<file path="config.mk">
export PLATFORM = sky130hd
export DESIGN_NAME = fifo_uart_tx_flat
export DESIGN_NICKNAME = d
export VERILOG_FILES = /design/src/rtl/fifo_uart_tx_if.sv /design/src/rtl/fifo_uart_tx.sv /design/src/flat_wrapper.sv
export SDC_FILE = /design/constraint.sdc
export NUM_CORES = 1
export LEC_CHECK = 0
export BUFFER_PORTS_ARGS = -buffer_cell sky130_fd_sc_hd__buf_2
export CORE_MARGIN = 8
export CORE_UTILIZATION = 59
export CTS_CLUSTER_DIAMETER = 50
export CTS_CLUSTER_SIZE = 28
export DETAILED_ROUTE_END_ITERATION = 16
export GPL_TIMING_DRIVEN = 0
export HOLD_SLACK_MARGIN = 0.15
export PLACE_DENSITY = 0.81
export SLEW_MARGIN = 0
export SYNTH_ARGS = -nofsm -noshare
export SYNTH_HDL_FRONTEND = slang
export SYNTH_SLANG_ARGS = --single-unit
</file>
<file path="constraint.sdc">
create_clock -name clk -period 4.65 [get_ports clk]
set_input_delay 0.2325 -clock clk [delete_from_list [all_inputs] [get_ports clk]]
set_output_delay 0.2325 -clock clk [all_outputs]
set_load 0.01 [all_outputs]
</file>
<file path="src/rtl/fifo_uart_tx_if.sv">
// FIFO read-side / serial-line bundle for fifo_uart_tx.
// The slave modport is the serialiser; the master modport is the FIFO/observer side.
interface fifo_uart_tx_if #(
  parameter int unsigned DATA_WIDTH = 4
);
  logic                  en;
  logic                  empty;
  logic [DATA_WIDTH-1:0] rdata;
  logic                  rinc;
  logic                  tx;
  logic                  busy;
  logic                  frame_done;

  modport master (
    output en, empty, rdata,
    input  rinc, tx, busy, frame_done
  );

  modport slave (
    input  en, empty, rdata,
    output rinc, tx, busy, frame_done
  );
endinterface

</file>
<file path="src/rtl/fifo_uart_tx.sv">
// FIFO read-side consumer: pops one word per frame and sends it as a UART frame, LSB first.
// Optional even-parity bit between data and stop when FIFO_UART_TX_PARITY_EN is defined.
module fifo_uart_tx #(
  parameter int unsigned DATA_WIDTH   = 4,
  parameter int unsigned CLKS_PER_BIT = 8,
  parameter int unsigned RD_LATENCY   = 1
) (
  input logic          clk,
  input logic          rst_n,
  fifo_uart_tx_if.slave bus
);

  localparam int unsigned BAUD_W = (CLKS_PER_BIT > 2) ? $clog2(CLKS_PER_BIT) : 1;
  localparam int unsigned BIT_W  = (DATA_WIDTH > 1) ? $clog2(DATA_WIDTH) : 1;
  localparam logic [BAUD_W-1:0] BAUD_LAST = BAUD_W'(CLKS_PER_BIT - 1);
  localparam logic [BAUD_W-1:0] BAUD_PEN  = BAUD_W'(CLKS_PER_BIT - 2);
  localparam logic [BIT_W-1:0]  BIT_LAST  = BIT_W'(DATA_WIDTH - 1);

  localparam logic [2:0] S_IDLE   = 3'd0;
  localparam logic [2:0] S_POP    = 3'd1;
  localparam logic [2:0] S_WAIT   = 3'd2;
  localparam logic [2:0] S_START  = 3'd3;
  localparam logic [2:0] S_DATA   = 3'd4;
`ifdef FIFO_UART_TX_PARITY_EN
  localparam logic [2:0] S_PARITY = 3'd5;
`endif
  localparam logic [2:0] S_STOP   = 3'd6;

  logic [2:0]            r_state, w_state_nxt;
  logic [BAUD_W-1:0]     r_baud, w_baud_nxt;
  logic [BIT_W-1:0]      r_bit, w_bit_nxt;
  logic [DATA_WIDTH-1:0] r_shift, w_shift_nxt;
  logic                  r_tx, w_tx_nxt;
  logic                  r_rinc, w_rinc_nxt;
  logic                  r_busy, w_busy_nxt;
  logic                  r_done, w_done_nxt;
  logic                  w_wrap;
  logic                  w_start_ok;
  logic                  w_latch;
`ifdef FIFO_UART_TX_PARITY_EN
  logic                  r_parity, w_parity_nxt;
`endif

  assign w_wrap     = (r_baud == BAUD_LAST);
  assign w_start_ok = bus.en && !bus.empty;
  // With zero read latency the word is already valid in the pop cycle, so WAIT is skipped.
  assign w_latch    = (r_state == S_WAIT) || ((r_state == S_POP) && (RD_LATENCY == 0));

  // Next-state and next-output logic
  always_comb begin
    w_state_nxt = r_state;
    w_baud_nxt  = r_baud;
    w_bit_nxt   = r_bit;
    w_shift_nxt = r_shift;
    w_tx_nxt    = r_tx;
    w_rinc_nxt  = 1'b0;
    w_busy_nxt  = r_busy;
    w_done_nxt  = 1'b0;
`ifdef FIFO_UART_TX_PARITY_EN
    w_parity_nxt = r_parity;
`endif

    case (r_state)
      S_IDLE: begin
        w_tx_nxt = 1'b1;
        if (w_start_ok) begin
          w_state_nxt = S_POP;
          w_rinc_nxt  = 1'b1;
          w_busy_nxt  = 1'b1;
        end
      end

      S_POP, S_WAIT: begin
        if (w_latch) begin
          w_shift_nxt = bus.rdata;
`ifdef FIFO_UART_TX_PARITY_EN
          w_parity_nxt = ^bus.rdata;
`endif
          w_baud_nxt  = '0;
          w_tx_nxt    = 1'b0;
          w_state_nxt = S_START;
        end else begin
          w_state_nxt = S_WAIT;
        end
      end

      S_START: begin
        if (w_wrap) begin
          w_baud_nxt  = '0;
          w_bit_nxt   = '0;
          w_tx_nxt    = r_shift[0];
          w_state_nxt = S_DATA;
        end else begin
          w_baud_nxt = r_baud + BAUD_W'(1);
        end
      end

      S_DATA: begin
        if (w_wrap) begin
          w_baud_nxt = '0;
          if (r_bit == BIT_LAST) begin
`ifdef FIFO_UART_TX_PARITY_EN
            w_tx_nxt    = r_parity;
            w_state_nxt = S_PARITY;
`else
            w_tx_nxt    = 1'b1;
            w_state_nxt = S_STOP;
`endif
          end else begin
            w_bit_nxt   = r_bit + BIT_W'(1);
            w_shift_nxt = r_shift >> 1;
            w_tx_nxt    = w_shift_nxt[0];
          end
        end else begin
          w_baud_nxt = r_baud + BAUD_W'(1);
        end
      end

`ifdef FIFO_UART_TX_PARITY_EN
      S_PARITY: begin
        if (w_wrap) begin
          w_baud_nxt  = '0;
          w_tx_nxt    = 1'b1;
          w_state_nxt = S_STOP;
        end else begin
          w_baud_nxt = r_baud + BAUD_W'(1);
        end
      end
`endif

      S_STOP: begin
        w_tx_nxt = 1'b1;
        if (r_baud == BAUD_PEN) begin
          w_done_nxt = 1'b1;
        end
        // A waiting word is popped right after frame_done to keep the idle gap minimal.
        if (w_wrap) begin
          w_baud_nxt = '0;
          if (w_start_ok) begin
            w_state_nxt = S_POP;
            w_rinc_nxt  = 1'b1;
          end else begin
            w_state_nxt = S_IDLE;
            w_busy_nxt  = 1'b0;
          end
        end else begin
          w_baud_nxt = r_baud + BAUD_W'(1);
        end
      end

      default: begin
        w_state_nxt = S_IDLE;
        w_tx_nxt    = 1'b1;
        w_busy_nxt  = 1'b0;
      end
    endcase
  end

  // State and output registers
  always_ff @(posedge clk or negedge rst_n) begin
    if (!rst_n) begin
      r_state  <= S_IDLE;
      r_baud   <= '0;
      r_bit    <= '0;
      r_shift  <= '0;
      r_tx     <= 1'b1;
      r_rinc   <= 1'b0;
      r_busy   <= 1'b0;
      r_done   <= 1'b0;
`ifdef FIFO_UART_TX_PARITY_EN
      r_parity <= 1'b0;
`endif
    end else begin
      r_state  <= w_state_nxt;
      r_baud   <= w_baud_nxt;
      r_bit    <= w_bit_nxt;
      r_shift  <= w_shift_nxt;
      r_tx     <= w_tx_nxt;
      r_rinc   <= w_rinc_nxt;
      r_busy   <= w_busy_nxt;
      r_done   <= w_done_nxt;
`ifdef FIFO_UART_TX_PARITY_EN
      r_parity <= w_parity_nxt;
`endif
    end
  end

  assign bus.tx         = r_tx;
  assign bus.rinc       = r_rinc;
  assign bus.busy       = r_busy;
  assign bus.frame_done = r_done;

endmodule
</file>
<file path="src/flat_wrapper.sv">
// flat-port wrapper written by rule: the top's interface ports become plain ports
module fifo_uart_tx_flat 
#(
  parameter int unsigned DATA_WIDTH   = 4,
  parameter int unsigned CLKS_PER_BIT = 8,
  parameter int unsigned RD_LATENCY   = 1
)
  (clk, rst_n, bus_en, bus_empty, bus_rdata, bus_rinc, bus_tx, bus_busy, bus_frame_done);
  fifo_uart_tx_if #(.DATA_WIDTH(DATA_WIDTH)) bus_i ();
  input logic clk;
  input logic rst_n;
  input wire logic [$bits(bus_i.en)-1:0] bus_en;
  input wire logic [$bits(bus_i.empty)-1:0] bus_empty;
  input wire logic [$bits(bus_i.rdata)-1:0] bus_rdata;
  output wire logic [$bits(bus_i.rinc)-1:0] bus_rinc;
  output wire logic [$bits(bus_i.tx)-1:0] bus_tx;
  output wire logic [$bits(bus_i.busy)-1:0] bus_busy;
  output wire logic [$bits(bus_i.frame_done)-1:0] bus_frame_done;
  assign bus_i.en = bus_en;
  assign bus_i.empty = bus_empty;
  assign bus_i.rdata = bus_rdata;
  assign bus_rinc = bus_i.rinc;
  assign bus_tx = bus_i.tx;
  assign bus_busy = bus_i.busy;
  assign bus_frame_done = bus_i.frame_done;
  fifo_uart_tx #(.DATA_WIDTH(DATA_WIDTH), .CLKS_PER_BIT(CLKS_PER_BIT), .RD_LATENCY(RD_LATENCY)) u_core (.clk(clk), .rst_n(rst_n), .bus(bus_i));
endmodule
</file>
==> metrics.sh <==
YOSYS_WARNINGS=0
MAPPEDNETLISTAREA_SQ_UM=955.9
CAP_VIOLATIONS=0
CTS_SETUP_BUFFERS=0
WORSTSKEWPAIRLATENCY_PS=300
INITIAL_UTILIZATION_PCT=63.46
CELL_ROW_COUNT=14
PATH_BUF_INV=1
CTS.CLK_SLEW.WORST_PATHS_PS=80
GRT_PASS1_WL_MM=3.249
CP_SLOWEST_STAGE_DELAY_PS=400
SYNTHARSTFLOPSHARE_PCT=100.0
SYNTH.AREA.TOP_CELLS='sky130_fd_sc_hd__dfrtp_1, sky130_fd_sc_hd__ha_1, sky130_fd_sc_hd__a21oi_1, sky130_fd_sc_hd__mux2i_1, sky130_fd_sc_hd__nor2b_1'
WL_PER_CELL_UM=14.21
SYNTH_TOP_AREA_SHARE_PCT=39.27
TYPE_OF_THE_TIGHTEST_MIN_DELAY_CHECK='in -> reg'
VIAS_PER_CELL=6.000
COMMONEST_CELLS_AFTER_ROUTING_FILL_AND_TAPS_ASIDE='sky130_fd_sc_hd__dfrtp_1, sky130_fd_sc_hd__buf_2, sky130_fd_sc_hd__a21oi_1'
CTS.REPAIR.RESIZED=0
MAXCLOCKFREQUENCY_GHz=0.6145
SYNTH.LIB_CELLS_USED.DISTINCT=37
CRIT-REG2REG-CAPTURE='u_core.r_baud[1]'
CTS_ROOT_BUF='sky130_fd_sc_hd__clkbuf_4'
SYNTH_SEQ_CELLS=16
CTS_SINKS=16
DRC=0
CP_COMMON_CELL='sky130_fd_sc_hd__ha_1'
POST_ROUTE_CELLS_DRIVE_ABOVE_1_SHARE_PCT=18.97
MIN_PERIOD_OVER_PERIOD_PCT=34.99
SLEW_VIOL_FINAL=0
VIAS_POST_DR=792
TIMING.MAX_SLEW.REL_SLACK_PCT=70.09
SETUP_TOTAL_NEGATIVE_SLACK_PS=0
TIMING.CRITICAL_PATH.FROM_TYPE='register'
CRIT_PATH_MAX_FANOUT=10
HOLD_VIOL_FINAL=0
PLACEDCELLCOUNT=127
HTREEDEPTH=1
IO_BUFFER_COUNT=11
DETAILEDROUTE.FIRSTPASSITERATIONCOUNT=4
NUM_ANTENNA_CELLS=0
GRT_OVERFLOW_TOTAL=0
MAPPEDNETLISTNETS=113
GP_CONGESTION=0.7515
WORST_HOLD_SLACK_PS=228.9
SYNTH-SEQ-AREA-SHARE_PCT=42.02
LAYOUT_COMMONEST_CELL='sky130_fd_sc_hd__dfrtp_1'
WORST_R2R_PATH_DEPTH=6
AREA_OF_THE_CORE_SQ_MM=0.001506
DRT_ITER0_MARKERS=15
TIMING.HOLD.WORST_PATH_DEPTH=3
TRACK_USAGE_PCT=12.33
CRIT_REQUIRED_PS=4810
ANTENNA_FOUND_INITIAL=0
FINAL-SETUP-VIOL-COUNT=0
TRITONCTS='built'
POWER.DENSITY_CELL_AREA_mW_PER_MM2=215.6
RSZ0062_AT_GRT='false'
TIMING.CRITICAL_PATH.MAX_DELAY_FAMILY='adder cells'
TIMING.HOLD.WORST_ENDPOINT='u_core.r_shift[3]'
DIE_HEIGHT_UM=56.25
DRTANTENNAVIOLNETS=0
FINAL.SETUP_SKEW_PS=10.85
FIN_CRIT_PS=1627
RUN_STATUS='completed'
REG2REG_SETUP_SLACK_PS=3020
POSTSYNTHAREAPERCELL_SQ_UM=9.559
CTS.HOLD.BUFFERS_ADDED=1
FLOW.AREA_GROWTH_FROM_SYNTHESIS_PCT=11.65
TIMING.CRITICAL_PATH.CELLS='ha_1 > ha_1 > buf_2 > nor2_1 > a311oi_1 > a21oi_1'
CRITICALPATHCATEGORY='reg -> reg'
CTS_MADE_BUFFERS=3
POSTSYNTHCELLCOUNT=100
END_KIND='register'
IO_PINS=12
TRANSITION_TIME_AT_THE_PIN_WITH_THE_LEAST_SLEW_MARGIN_PS=448.7
TOTALWIRELENGTH_MM=1.876
POST-SYNTH-TOP-AREA-CELL='sky130_fd_sc_hd__dfrtp_1'
YOSYS_MOST_USED_DFF='sky130_fd_sc_hd__dfrtp_1'
CRITICAL_PATH_ARRIVAL_PS=1790
NUM-NETS-FINAL=130
CTS.PATH.MAX_BUFFERS=2
GRT_MAX_DEGREE=17
DIEAREA_SQ_MM=0.003164
CHIPWIDTH_UM=56.25
PLACE_HPWL_MM=1.406
VDD_IR_DROP_MAX_mV=0.1395
CELLLEAKAGEPOWER_nW=0.4950
SLOWEST_STAGE='sky130_fd_sc_hd__dfrtp_1'
WORST_R2R_STARTPOINT='u_core.r_baud[1]'
POST_SYNTH_EDFFS=0
FINISH.CELL_COUNT_WITHOUT_FILLERS=132
MIN_FROM='bus_rdata[3]'
FIRST_GLOBAL_VIAS=754
## metal layers
layer / wire length, um / part of all wire (%) / global-route usage, %
met5: 0 / 0 / 0
met4: 21 / 1.1 / 4.124
met3: 83 / 4.4 / 4.719
met2: 918 / 49 / 20.60
met1: 852 / 45 / 13.97
## power breakdown
group,switching [W],internal [W],leakage [nW]
clock,0.0000447,0.0000334,0.0150
combinational,0.00000578,0.00000520,0.303
sequential,0.000000764,0.000140,0.177
## synthesized netlist by cell type (all sizes together), types with 2 or more instances
cell and instances:
nand2b 2, a21oi 10, a311oi 3, mux2i 4, clkbuf 3, nand3 3, inv 4, ha 5
dfrtp 15, nor3 4, nor2 6, buf 5, nor2b 6, mux2 2, nand2 6, o21ai 7
## state kept, by name (all words and copies together) (netlist names)
register and count:
u_core.r_shift 4, u_core.bus.frame_done 1, u_core.bus.rinc 1, u_core.r_baud 3, u_core.bus.busy 1, u_core.r_state 3, u_core.r_bit 2, u_core.bus.tx 1
## final cells by class
type,count,area [sq um]
Multi-Input combinational cell,72,495.5
Fill cell,116,439.2
Sequential cell,16,401.6
Timing Repair Buffer,12,65.06
Buffer,8,43.79
Clock buffer,4,26.28
Tap cell,16,20.02
Inverter,4,15.01
## worst max path at each step
stage          cells after the start           endpoint              start
2_1_floorplan                      6    u_core.r_bit[0]  u_core.r_state[2]
3_3_place_gp                       6    u_core.r_bit[0]   u_core.r_baud[0]
3_5_place_dp                       6   u_core.r_baud[1]   u_core.r_baud[1]
4_1_cts                            6   u_core.r_baud[1]   u_core.r_baud[1]
5_1_grt                            6  u_core.r_shift[2]   u_core.r_baud[1]
6_report                           6   u_core.r_baud[1]   u_core.r_baud[1]
## cells by family (layout without fill, tap and decap cells)
kind of cell	count (synthesis)	count (layout)	share of synthesized area, %
multiplexers	6	6	6.937
AO/OA/AOI/OAI	27	27	17.41
adder cells (fa/ha/maj)	6	6	7.592
flip-flops	16	16	42.02
buffers and inverters	12	28	6.151
AND/OR/NAND/NOR	33	33	19.90
## through the flow
step	area, sq um	setup slack [ps]	total power (W)	utilization (%)
floorplan	955.9	3158	0.0001474	-
global placement	1031	3075	0.0001537	68.44
global route	1067	2887	0.0002389	70.85
finish	1067	3023	0.0002301	70.85
CTS	1067	3018	0.0002328	70.85
detailed placement	1031	3031	0.0001543	68.44
## worst register-to-register path, delay by kind of cell, from the launching register on
| family | cells | cell delay, ps |
|---|---|---|
| adder cells (fa/ha/maj) | 2 | 420 |
| flip-flops | 1 | 400 |
| AO/OA/AOI/OAI | 2 | 360 |
| buffers and inverters | 1 | 250 |
| AND/OR/NAND/NOR | 1 | 60 |
Note: power is estimated with default switching activity, not from simulation.
